**config.mk**
```make
export PLATFORM = sky130hd
export DESIGN_NAME = rv32i_exec_unit
export DESIGN_NICKNAME = d
export VERILOG_FILES = /design/src/rtl/rv32i_exec_unit.sv
export SDC_FILE = /design/constraint.sdc
export NUM_CORES = 1
export LEC_CHECK = 0
export CAP_MARGIN = 30
export CELL_PAD_IN_SITES_DETAIL_PLACEMENT = 1
export CELL_PAD_IN_SITES_GLOBAL_PLACEMENT = 1
export CORE_MARGIN = 2
export CORE_UTILIZATION = 37
export DETAILED_ROUTE_END_ITERATION = 7
export PLACE_DENSITY = 0.84
export SYNTH_ARGS = -nofsm -noshare
export SYNTH_HDL_FRONTEND = slang
export SYNTH_SLANG_ARGS = --single-unit
```
**constraint.sdc**
```tcl
create_clock -name vclk -period 7.84
set_input_delay 2.352 -clock vclk [all_inputs]
set_output_delay 2.352 -clock vclk [all_outputs]
set_load 0.005 [all_outputs]
```
**src/rtl/rv32i_exec_unit.sv**
```systemverilog
// RV32I execute-stage block: immediate decoder, integer ALU and branch comparator.
// Optional macro EXEC_PIPE_OUT_EN registers result/take_b (1-cycle latency); imm stays combinational.
module rv32i_exec_unit #(
  parameter int XLEN = 32
) (
  input  logic            clk,
  input  logic            resetn,
  input  logic [XLEN-1:0] inst,
  input  logic [XLEN-1:0] in_a,
  input  logic [XLEN-1:0] in_b,
  output logic [XLEN-1:0] imm,
  output logic [XLEN-1:0] result,
  output logic            take_b
);

  localparam logic [6:0] OP_R      = 7'b0110011;
  localparam logic [6:0] OP_I      = 7'b0010011;
  localparam logic [6:0] OP_LOAD   = 7'b0000011;
  localparam logic [6:0] OP_JALR   = 7'b1100111;
  localparam logic [6:0] OP_SYSTEM = 7'b1110011;
  localparam logic [6:0] OP_STORE  = 7'b0100011;
  localparam logic [6:0] OP_BRANCH = 7'b1100011;
  localparam logic [6:0] OP_LUI    = 7'b0110111;
  localparam logic [6:0] OP_AUIPC  = 7'b0010111;
  localparam logic [6:0] OP_JAL    = 7'b1101111;

  logic [6:0]      opcode;
  logic [2:0]      funct3;
  logic [4:0]      shamt;
  logic [XLEN-1:0] alu_res;
  logic            br_take;

  assign opcode = inst[6:0];
  assign funct3 = inst[14:12];
  assign shamt  = in_b[4:0];

  always_comb begin
    imm = '0;
    case (opcode)
      OP_I, OP_LOAD, OP_JALR, OP_SYSTEM:
        imm = {{20{inst[31]}}, inst[31:20]};
      OP_STORE:
        imm = {{20{inst[31]}}, inst[31:25], inst[11:7]};
      OP_BRANCH:
        imm = {{20{inst[31]}}, inst[7], inst[30:25], inst[11:8], 1'b0};
      OP_LUI, OP_AUIPC:
        imm = {inst[31:12], 12'b0};
      OP_JAL:
        imm = {{12{inst[31]}}, inst[19:12], inst[20], inst[30:21], 1'b0};
      default:
        imm = '0;
    endcase
  end

  // Non-ALU opcodes fall through to a plain add (PC+4, PC+imm, addresses).
  always_comb begin
    alu_res = in_a + in_b;
    if (opcode == OP_R || opcode == OP_I) begin
      case (funct3)
        3'b000:  alu_res = (opcode == OP_R && inst[30]) ? in_a - in_b : in_a + in_b;
        3'b001:  alu_res = in_a << shamt;
        3'b010:  alu_res = {31'b0, $signed(in_a) < $signed(in_b)};
        3'b011:  alu_res = {31'b0, in_a < in_b};
        3'b100:  alu_res = in_a ^ in_b;
        3'b101:  alu_res = inst[30] ? $unsigned($signed(in_a) >>> shamt) : in_a >> shamt;
        3'b110:  alu_res = in_a | in_b;
        default: alu_res = in_a & in_b;
      endcase
    end
  end

  always_comb begin
    br_take = 1'b0;
    if (opcode == OP_BRANCH) begin
      case (funct3)
        3'b000:  br_take = (in_a == in_b);
        3'b001:  br_take = (in_a != in_b);
        3'b100:  br_take = ($signed(in_a) < $signed(in_b));
        3'b101:  br_take = ($signed(in_a) >= $signed(in_b));
        3'b110:  br_take = (in_a < in_b);
        3'b111:  br_take = (in_a >= in_b);
        default: br_take = 1'b0;
      endcase
    end
  end

`ifdef EXEC_PIPE_OUT_EN
  always_ff @(posedge clk) begin
    if (!resetn) begin
      result <= '0;
      take_b <= 1'b0;
    end else begin
      result <= alu_res;
      take_b <= br_take;
    end
  end
`else
  // Clock and reset only matter for the registered-output build.
  logic unused_clk_reset;
  assign unused_clk_reset = clk ^ resetn;
  assign result = alu_res;
  assign take_b = br_take;
`endif

endmodule

```
## Word level (Yosys, flattened, before mapping)

Cells that the tools add are included.

- Add/subtract/negate cells: 2
- $lt $le $gt $ge: 4
- Eq/ne operators: 19
- Shift-type cells: 3
- Multiplexer cells: 7
- Bitwise logic cells: 3
- Reduce and logical (&&, ||, !) cells: 5

Operators by type and width:

| kind | number |
|---|---|
| $pmux W32 S7 | 1 |
| $pmux W32 S5 | 1 |
| $mux W32 | 3 |
| $ge A32 B32 Y1 | 2 |
| $lt A32 B32 Y1 | 2 |
| $add A32 B32 Y32 | 1 |
| $and A32 B32 Y32 | 1 |
| $eq A32 B32 Y1 | 1 |
| $ne A32 B32 Y1 | 1 |
| $or A32 B32 Y32 | 1 |
| $shl A32 B5 Y32 | 1 |
| $shr A32 B5 Y32 | 1 |
| $sshr A32 B5 Y32 | 1 |
| $sub A32 B32 Y32 | 1 |
| $xor A32 B32 Y32 | 1 |
| $eq A7 B7 Y1 const B | 4 |
| $eq A7 B6 Y1 const B | 3 |
| $eq A7 B5 Y1 const B | 2 |
| $eq A3 B3 Y1 const B | 4 |
| $eq A7 B2 Y1 const B | 1 |
| $eq A3 B2 Y1 const B | 2 |
| $pmux W1 S6 | 1 |
| $reduce_or A4 Y1 | 1 |
| $eq A3 B1 Y1 const B | 1 |
| 5 further kinds | 5 |

- Register bits after elaboration: 0
- Input port bits: 98
- Logic and storage cells: 43

## Longest topological paths before layout

Gate-level depths: netlist (run 1).

- Depth in word-level cells: 5
- Depth in mapped cells: 15

## Worst setup path after synthesis (run 1)

Ideal clock, no wire load.

- Path type: input to output
- From: input port in_b[2]
- To: output port result[30]
- Arrival: 5,366 ps
- Data required time: 5,488 ps
- Slack: 122 ps
- Stages on the path: 15
- Path buffers: 5
- Cell sequence: buf_2 > inv_1 > buf_2 > buf_2 > buf_2 > ha_1 > buf_2 > a21o_1 > a221o_1 > o211ai_4 > o32a_2 > a22oi_2 > a311o_1 > nand4_1 > a22o_1

- Word-level cells in the longest chain between the ends: 4

Ends and longest elaborated chain:

| item | line | RTL |
|---|---|---|
| start: declaration | 10 | `input logic [XLEN-1:0] in_b,` |
| $add A32 B32 Y32, or another cell as far along | 57, 60 |  |
| $mux W32 (on tied branches) | 60, 65 |  |
| $pmux W32 S7 | 59 | `case (funct3)` |
| $mux W32 * | 58 | `if (opcode == OP_R \|\| opcode == OP_I) begin` |
| end: declaration | 12 | `output logic [XLEN-1:0] result,` |

Every way passes the cells marked *; elsewhere a longest branch is shown, timed or not.

## Worst setup path after layout (run 1)

- From: input port in_a[14]
- To: output port result[29]

- Word-level cells in the longest chain between the ends: 4

Ends and longest elaborated chain:

| item | line | RTL |
|---|---|---|
| start: declaration | 9 | `input logic [XLEN-1:0] in_a,` |
| $add A32 B32 Y32, or another cell as far along | 57, 60 |  |
| $mux W32 (on tied branches) | 60, 65 |  |
| $pmux W32 S7 | 59 |  |
| $mux W32 * | 58 |  |

Marks and branches as above.

==> flow_summary.ini, run 1 <==
[run_status]
status = finished, violations left
violations = negative setup slack

[logic_synthesis]
synthMuxAreaShare_pct = 15.7
ys_types = 95
synth_seq_area_share_pct = 0
syn_area_per_cell_sq_um = 6.80
synth_adder_area_share_pct = 11.9
synth_top_family_by_area = compound AO/OA/AOI/OAI gates
yosys.area.top_type_share_pct = 11.5
syn_area_sq_um = 10600
synth_area_leaders = ha_1 11%, mux4_2 9.2%, a21oi_1 7.2%
syn_inst = 1553
synth_compound_area_share_pct = 36.8
yosysWarnings = 0
synth-simple-area-share_pct = 22.5
synth_top_area_cell = ha_1
synth-xor-area-share_pct = 3.48
syn_nets = 1750

[routing]
routedWlPerCell_um = 29.8
dr.pass1.iters = 8
drcViolationCount = 0
vias_per_cell = 6.69
drt_iter0_markers = 1794
vias = 16500
drtAntennaViolNets = 0
totalWireLength_um = 73500

[final_layout]
seqCellArea_sq_um = 0
final_cell_area_sq_um = 16900
n_sequential_cell = 0
nClkBuffers = 0
area_growth_pct = 60.1
final_nets = 2290
final-instance-count-excl-fill = 2470
drive_above_1_share_pct = 36.2
fillers = 3476

[global_route]
antenna_found_initial = 1
grt_pass1_wl_um = 105000
grtUsageTotal_pct = 45.2
grt_max_degree = 73
first_global_vias = 16900
grt_overflow = 0

[placed_design]
dpl_cell_area_sq_um = 15600
gp_congestion = 1.04
dpl.cell_count = 2432
place.detailed.hpwl_um = 55100
port_buffers = 161

[sta]
relSlewSlack_pct = 45.0
fmax_ghz = 0.127
period_needed_ns = 7.90
rsz0062_at_grt = true
period_share_pct = 101
finalSetupViolations = 5
report.final.slew_viol_count = 0
hold_viol = 0
max_slew.worst_pin.slew_ns = 0.816
fin_ws_ns = -0.0629

[setup_path]
start_kind = input port
arrival_ns = 5.55
crit_fanout = 4
crit_type = input port to output pin
worstPathRequired_ns = 5.49
end_kind = output pin

[job]
cap_violations = 0

[power]
power_leakage_nw = 7.50
vdd_drop_max_mv = 0.0560
power_density_nw_per_um2 = 80.6
power_mw = 1.36

[worst_hold_path]
whs_path_depth = 5
min_to = result[8]
min-delay-start = in_b[8]
holdCritPathClass = input port to output pin

[floorplan]
rows = 61
boundaryPins = 163
start_util_pct = 37.8
dieArea_sq_um = 29900
coreArea_sq_um = 27900
die_w_um = 173
die_y_um = 173

[clocking]
hold_buffers = 0
[per-layer routing]
metal  track usage (%)  vias to the layer above  wire length [um]
met2              75.1                     1280             33400
met5                 0                        -                 0
met4              31.7                        0              6430
met1              53.8                     7934             26600
met3              6.51                      410              7060
li1                  -                     6906                 -
[where the power goes]
group          internal (mW)  switching (mW)
combinational          0.618           0.744
clock          0.00000000904               0
sequential                 0               0
total                  0.618           0.744
[final cells by class]
cell class / instances / area, sq um / area share, %
Tap cell: 378 / 473 / 2.80
Timing Repair Buffer: 667 / 5550 / 32.8
Inverter: 102 / 383 / 2.27
Antenna cell: 1 / 2.50 / 0.0148
Multi-Input combinational cell: 1322 / 10500 / 62.1
[what timing repair did]
item,in CTS,in global routing
setup buffers,28,9
pin swaps,44,44
endpoints found under the setup margin,29,30
gates resized for setup,161,98
[Yosys cell counts, types with 11 or more instances]
cell,number
nor2b_1,13
xnor2_1,37
clkbuf_1,69
inv_1,100
and2_1,11
nand2_1,119
nand4_1,14
o211ai_1,37
a21o_1,36
a31oi_1,22
a211oi_1,28
nor4_1,12
mux2i_1,36
buf_2,32
a21oi_1,151
a221oi_1,15
o221ai_1,13
or3_1,14
nor2_1,178
o21ai_0,106
buf_1,13
nand3_1,44
o31ai_1,17
mux4_2,43
mux2_2,21
ha_1,97
o21bai_1,11
nor3_1,51
[worst max-delay path, cell delays in order]
cell             delay (ns)
clkdlybuf4s50_1        0.58
inv_1                  0.12
ha_4                   0.28
inv_1                  0.11
nand3_2                0.12
buf_4                  0.19
nor3_2                 0.20
o21ai_4                0.12
buf_4                  0.16
a31oi_4                0.23
a311oi_2               0.18
o311ai_1               0.37
a21boi_2               0.27
clkdlybuf4s15_2        0.24
[cell usage in the layout, fill, tap and decap left out, types with 37 or more instances in the layout]
cell type and count:
inv_1 86, o211ai_1 37, buf_4 484, clkdlybuf4s50_1 100, nor3_1 44, nand2_1 118, mux4_2 43, ha_1 72
nor2_1 170, o21ai_0 97, a21oi_1 136
[stage by stage]
stage                     util [%]  worst slack (ns)  setup TNS [ns]  hold WS [ns]
after CTS                     58.8           -0.0440         -0.0677          5.70
after detailed placement      56.0            -0.681          -11.95          5.70
final                         60.5           -0.0629          -0.140          5.47
after global placement        56.0            -0.543           -9.76          5.68
after global routing          60.5            -0.119          -0.561          5.53
after floorplan                  -             0.122               0          4.79
[cells by family after synthesis]
family,count (synthesis)
AO/OA/AOI/OAI,570
multiplexers,104
XOR/XNOR,42
AND/OR/NAND/NOR,507
buffers and inverters,231
adder cells (fa/ha/maj),99
[worst max path at each step]
stage          cells past startpoint     start  slack, ns         end
3_5_place_dp                      13   in_a[4]      -0.68  result[17]
2_1_floorplan                     15   in_b[2]       0.12  result[30]
5_1_grt                           16  in_a[23]      -0.12      take_b
4_1_cts                           16  in_b[15]      -0.04  result[31]
3_3_place_gp                      13   in_a[4]      -0.54  result[29]
6_report                          14  in_a[14]      -0.06  result[29]
Note: power is estimated with default switching activity, not from simulation.
==> run 2: changes to the inputs <==
--- a/config.mk
+++ b/config.mk
@@ -9,9 +9,9 @@
 export CELL_PAD_IN_SITES_DETAIL_PLACEMENT = 1
 export CELL_PAD_IN_SITES_GLOBAL_PLACEMENT = 1
 export CORE_MARGIN = 2
-export CORE_UTILIZATION = 37
+export CORE_UTILIZATION = 44
 export DETAILED_ROUTE_END_ITERATION = 7
-export PLACE_DENSITY = 0.84
+export PLACE_DENSITY = 0.93
 export SYNTH_ARGS = -nofsm -noshare
 export SYNTH_HDL_FRONTEND = slang
 export SYNTH_SLANG_ARGS = --single-unit
==> constraint.sdc (replaced) <==
create_clock -name vclk -period 10.2
set_input_delay 3.06 -clock vclk [all_inputs]
set_output_delay 3.06 -clock vclk [all_outputs]
set_load 0.005 [all_outputs]
==> run 2 against run 1 <==
Effect of this change:
- the run now ends clean
- worst setup slack gained 0.17 ns
- count of clock-buffer cells in the layout is the same
- sequential share of layout area is the same
- utilization shrank 5.5 points
- via count shrank 12%
- non-clock buffer count shrank 380
- first-iteration DRC count shrank 5.7%
- die area shrank 16%
- flip-flop and latch count is the same
- cell area shrank 23%
- combinational power shrank 43%
- routed wire length shrank 19%
- highest routed layer is now met5
==> flow_summary.ini, run 2 (synthesis results as in run 1) <==
[final_layout]
final_core_utilization_pct = 55.0
seqCellArea_sq_um = 0
final_nets = 1910
n_sequential_cell = 0
layout_commonest_cell = nor2_1
final_cell_mix = 177 x nor2_1, 157 x clkdlybuf4s50_1, 151 x a21oi_1, 125 x buf_4, 119 x nand2_1
fillers = 3100
area_growth_pct = 22.6
final-instance-count-excl-fill = 2030
drive_above_1_share_pct = 14.1
nClkBuffers = 0
final_cell_area_sq_um = 12900
diodes = 0

[worst_hold_path]
whs_path_depth = 3
holdCritPathClass = input port to output pin

[placed_design]
port_buffers = 161
place.detailed.hpwl_um = 47200
dp_slack_ns = 0.0122
gp_congestion = 1.03
dpl.cell_count = 2030
dpl_cell_area_sq_um = 12900

[clocking]
hold_buffers = 0
cts_setup_buffers = 0
cts-resized-gates = 0

[global_route]
grtUsageTotal_pct = 45.4
first_global_vias = 14500
grt_pass1_wl_um = 89800
grt_overflow = 0
antenna_found_initial = 2
grt_max_degree = 68

[floorplan]
boundaryPins = 163
coreArea_sq_um = 23500
start_util_pct = 44.8
die_y_um = 159
die_w_um = 159
dieArea_sq_um = 25200
rows = 56

[setup_path]
cp_slowest_stage_delay_ns = 0.58
crit_type = input port to output pin
arrival_ns = 7.03
worstPathCellList = clkdlybuf4s50_1 -> ha_1 -> fa_1 -> a21o_1 -> a221o_1 -> o211ai_4 -> o211ai_2 -> a311oi_2 -> o21a_1 -> a21oi_1 -> o22ai_1 -> clkdlybuf4s50_1
start_kind = input port
end_kind = output pin
worstPathRequired_ns = 7.14
crit_fanout = 7
cpMostUsedCell = clkdlybuf4s50_1
slowest_stage = clkdlybuf4s50_1

[sta]
fin_ws_ns = 0.107
rsz0062_at_grt = false
setup_tns_ns = 0
fmax_ghz = 0.0991
hold_viol = 0
finalSetupViolations = 0
report.final.slew_viol_count = 0
period_share_pct = 99.0
relSlewSlack_pct = 30.5
holdWs_ns = 7.11
period_needed_ns = 10.09
max_slew.worst_pin.slew_ns = 1.03

[power]
power_leakage_nw = 5.31
power_mw = 0.782
vdd_drop_max_mv = 0.0650
power_density_nw_per_um2 = 60.4

[run_status]
status = finished clean

[routing]
totalWireLength_um = 59700
drtAntennaViolNets = 0
drt_iter0_markers = 1692
routedWlPerCell_um = 29.4
wl_met2_um = 26000
met3_length_um = 6600
wl_met1_um = 21900
vias_per_cell = 7.14
dr.pass1.iters = 6
routed.top_layer = met5
vias = 14500
drcViolationCount = 0

[job]
cap_violations = 0
==> run 2: cell count changes in the layout (fill, tap and decap cells not counted), sizes merged <==
cell,previous run,this run
dlymetal6s2s,17,0
clkbuf,2,0
clkdlybuf4s15,4,0
clkdlybuf4s50,100,157
diode,1,0
dlygate4sd2,31,0
buf,513,130
==> run 2: worst max-delay path, delay by kind of cell <==
| family | cells | cell delay [ns] |
|---|---|---|
| adder cells (fa/ha/maj) | 2 | 0.82 |
| buffers and inverters | 2 | 1.15 |
| AO/OA/AOI/OAI | 8 | 2.00 |
==> run 2: area by class of cell <==
| type | instances | area, sq um | share of cell area [%] |
|---|---|---|---|
| Multi-Input combinational cell | 1322 | 9590 | 74.1 |
| Timing Repair Buffer | 287 | 2560 | 19.8 |
| Tap cell | 319 | 399 | 3.08 |
| Inverter | 102 | 383 | 2.96 |
==> run 2: report_power, final <==
group / internal (mW) / switching, mW / leakage [nW] / total [mW]
logic: 0.323 / 0.459 / 5.31 / 0.782
clock network: 0 / 0 / 0 / 0
registers: 0 / 0 / 0 / 0
==> run 2: routing by layer <==
metal	vias to the layer above	GRT usage [%]
met3	319	7.45
met4	4	29.7
li1	6148	-
met2	1103	72.4
met5	-	0
met1	6918	56.5
==> run 2: worst paths after layout <==
path / slack [ns] / to / startpoint
worst max-delay path: 0.11 / result[24] / in_a[0]
worst min-delay path: 7.11 / imm[15] / inst[15]
==> RTL edit, RTL diff (config.mk and constraints of run 1) <==
Remove the case item `3'b001` of the case on `funct3`.
--- a/src/rtl/rv32i_exec_unit.sv
+++ b/src/rtl/rv32i_exec_unit.sv
@@ -58,7 +58,6 @@
     if (opcode == OP_R || opcode == OP_I) begin
       case (funct3)
         3'b000:  alu_res = (opcode == OP_R && inst[30]) ? in_a - in_b : in_a + in_b;
-        3'b001:  alu_res = in_a << shamt;
         3'b010:  alu_res = {31'b0, $signed(in_a) < $signed(in_b)};
         3'b011:  alu_res = {31'b0, in_a < in_b};
         3'b100:  alu_res = in_a ^ in_b;
Check against the original RTL: not equivalent (Yosys sat finds a counterexample).
==> RTL edit against run 1 <==
The flow now stops in 5_1_grt; synthesized area fell by 21%.
==> RTL edit: results (changes against run 1) <==
<table>
<tr><th>Metric</th><th>Value</th></tr>
<tr><th colspan="2">Run status</th></tr>
<tr><td>Outcome</td><td>did not finish</td></tr>
<tr><td>Stage reached</td><td>5_1_grt</td></tr>
<tr><td>Error Message</td><td>[ERROR GRT-0232] Routing congestion too high. Check the congestion heatmap in the GUI.</td></tr>
<tr><th colspan="2">Placed design</th></tr>
<tr><td>Number of buffers inserted by port buffering</td><td>161 (unchanged)</td></tr>
<tr><td>Final HPWL from detailed placement</td><td>42200 um (-23%)</td></tr>
<tr><td>Pre-CTS WS</td><td>-0.929 ns (-0.248 ns)</td></tr>
<tr><td>Gpl congestion</td><td>1.09 (+4.1%)</td></tr>
<tr><th colspan="2">Synth</th></tr>
<tr><td>Leading cell types by total area after synthesis</td><td>sky130_fd_sc_hd__ha_1, sky130_fd_sc_hd__a21oi_1, sky130_fd_sc_hd__mux4_2</td></tr>
<tr><td>Sequential-to-total area share from yosys stat</td><td>0 (unchanged)</td></tr>
<tr><td>Distinct cell type count of the synthesized netlist</td><td>78 (-18%)</td></tr>
<tr><td>Count of synthesis-stage warnings from yosys</td><td>0 (unchanged)</td></tr>
<tr><td>Most frequent cells after synthesis</td><td>sky130_fd_sc_hd__a21oi_1, sky130_fd_sc_hd__nand2_1, sky130_fd_sc_hd__nor2_1</td></tr>
<tr><td>Yosys top cell by area</td><td>sky130_fd_sc_hd__ha_1</td></tr>
<tr><td>Syn Nets</td><td>1472 (-16%)</td></tr>
<tr><th colspan="2">Global route</th></tr>
<tr><td>Global-route usage over all layers</td><td>0.765</td></tr>
<tr><td>Largest net degree at the start of global routing</td><td>41</td></tr>
<tr><td>Overflow left after global routing</td><td>21</td></tr>
<tr><th colspan="2">Floorplan</th></tr>
<tr><td>Horiz. Die Dim</td><td>154 um (-11%)</td></tr>
<tr><th colspan="2">Timing</th></tr>
<tr><td>Worst-path end type</td><td>primary output</td></tr>
<tr><td>Endpoint with the least setup slack after the last repair</td><td>result[20]</td></tr>
</table>
RTL edit: changes by cell type after synthesis, moves of 14 or more:
| cell | run 1 | this run |
|---|---|---|
| sky130_fd_sc_hd__a211oi_1 | 28 | 12 |
| sky130_fd_sc_hd__buf_2 | 32 | 15 |
| sky130_fd_sc_hd__mux2_2 | 21 | 1 |
| sky130_fd_sc_hd__mux4_2 | 43 | 29 |
| sky130_fd_sc_hd__nand2_1 | 119 | 134 |
| sky130_fd_sc_hd__nand3_1 | 44 | 21 |
| sky130_fd_sc_hd__nor2_1 | 178 | 129 |
| sky130_fd_sc_hd__nor3_1 | 51 | 18 |
| sky130_fd_sc_hd__o21ai_0 | 106 | 76 |
RTL edit: logic make-up after synthesis:
kind of cell    after synthesis  synth area share
xor+xnor                     47            0.0494
buf+inv                     195            0.0905
fa+ha+maj                    98             0.149
simple gates                394             0.216
mux                          59             0.115
compound gates              483             0.381
RTL edit: metal layers:
| metal | overflow | global-route usage |
|---|---|---|
| met5 | 0 | 0.255 |
| met3 | 1 | 0.629 |
| met1 | 0 | 0.754 |
| met4 | 9 | 0.777 |
| met2 | 11 | 0.929 |
RTL edit: repair_timing:
item	in CTS
hold buffers	0
buffers inserted	32
pin swaps	80
setup endpoints to repair	30
gates resized for setup	247
RTL edit: per-stage QoR:
step	cells	area [um2]	util	hold WS (ns)
2_1_floorplan	1276	8340	-	4.79
3_3_place_gp	1974	12600	0.575	5.66
3_5_place_dp	1974	12600	0.575	5.66
4_1_cts	2005	13600	0.617	5.50
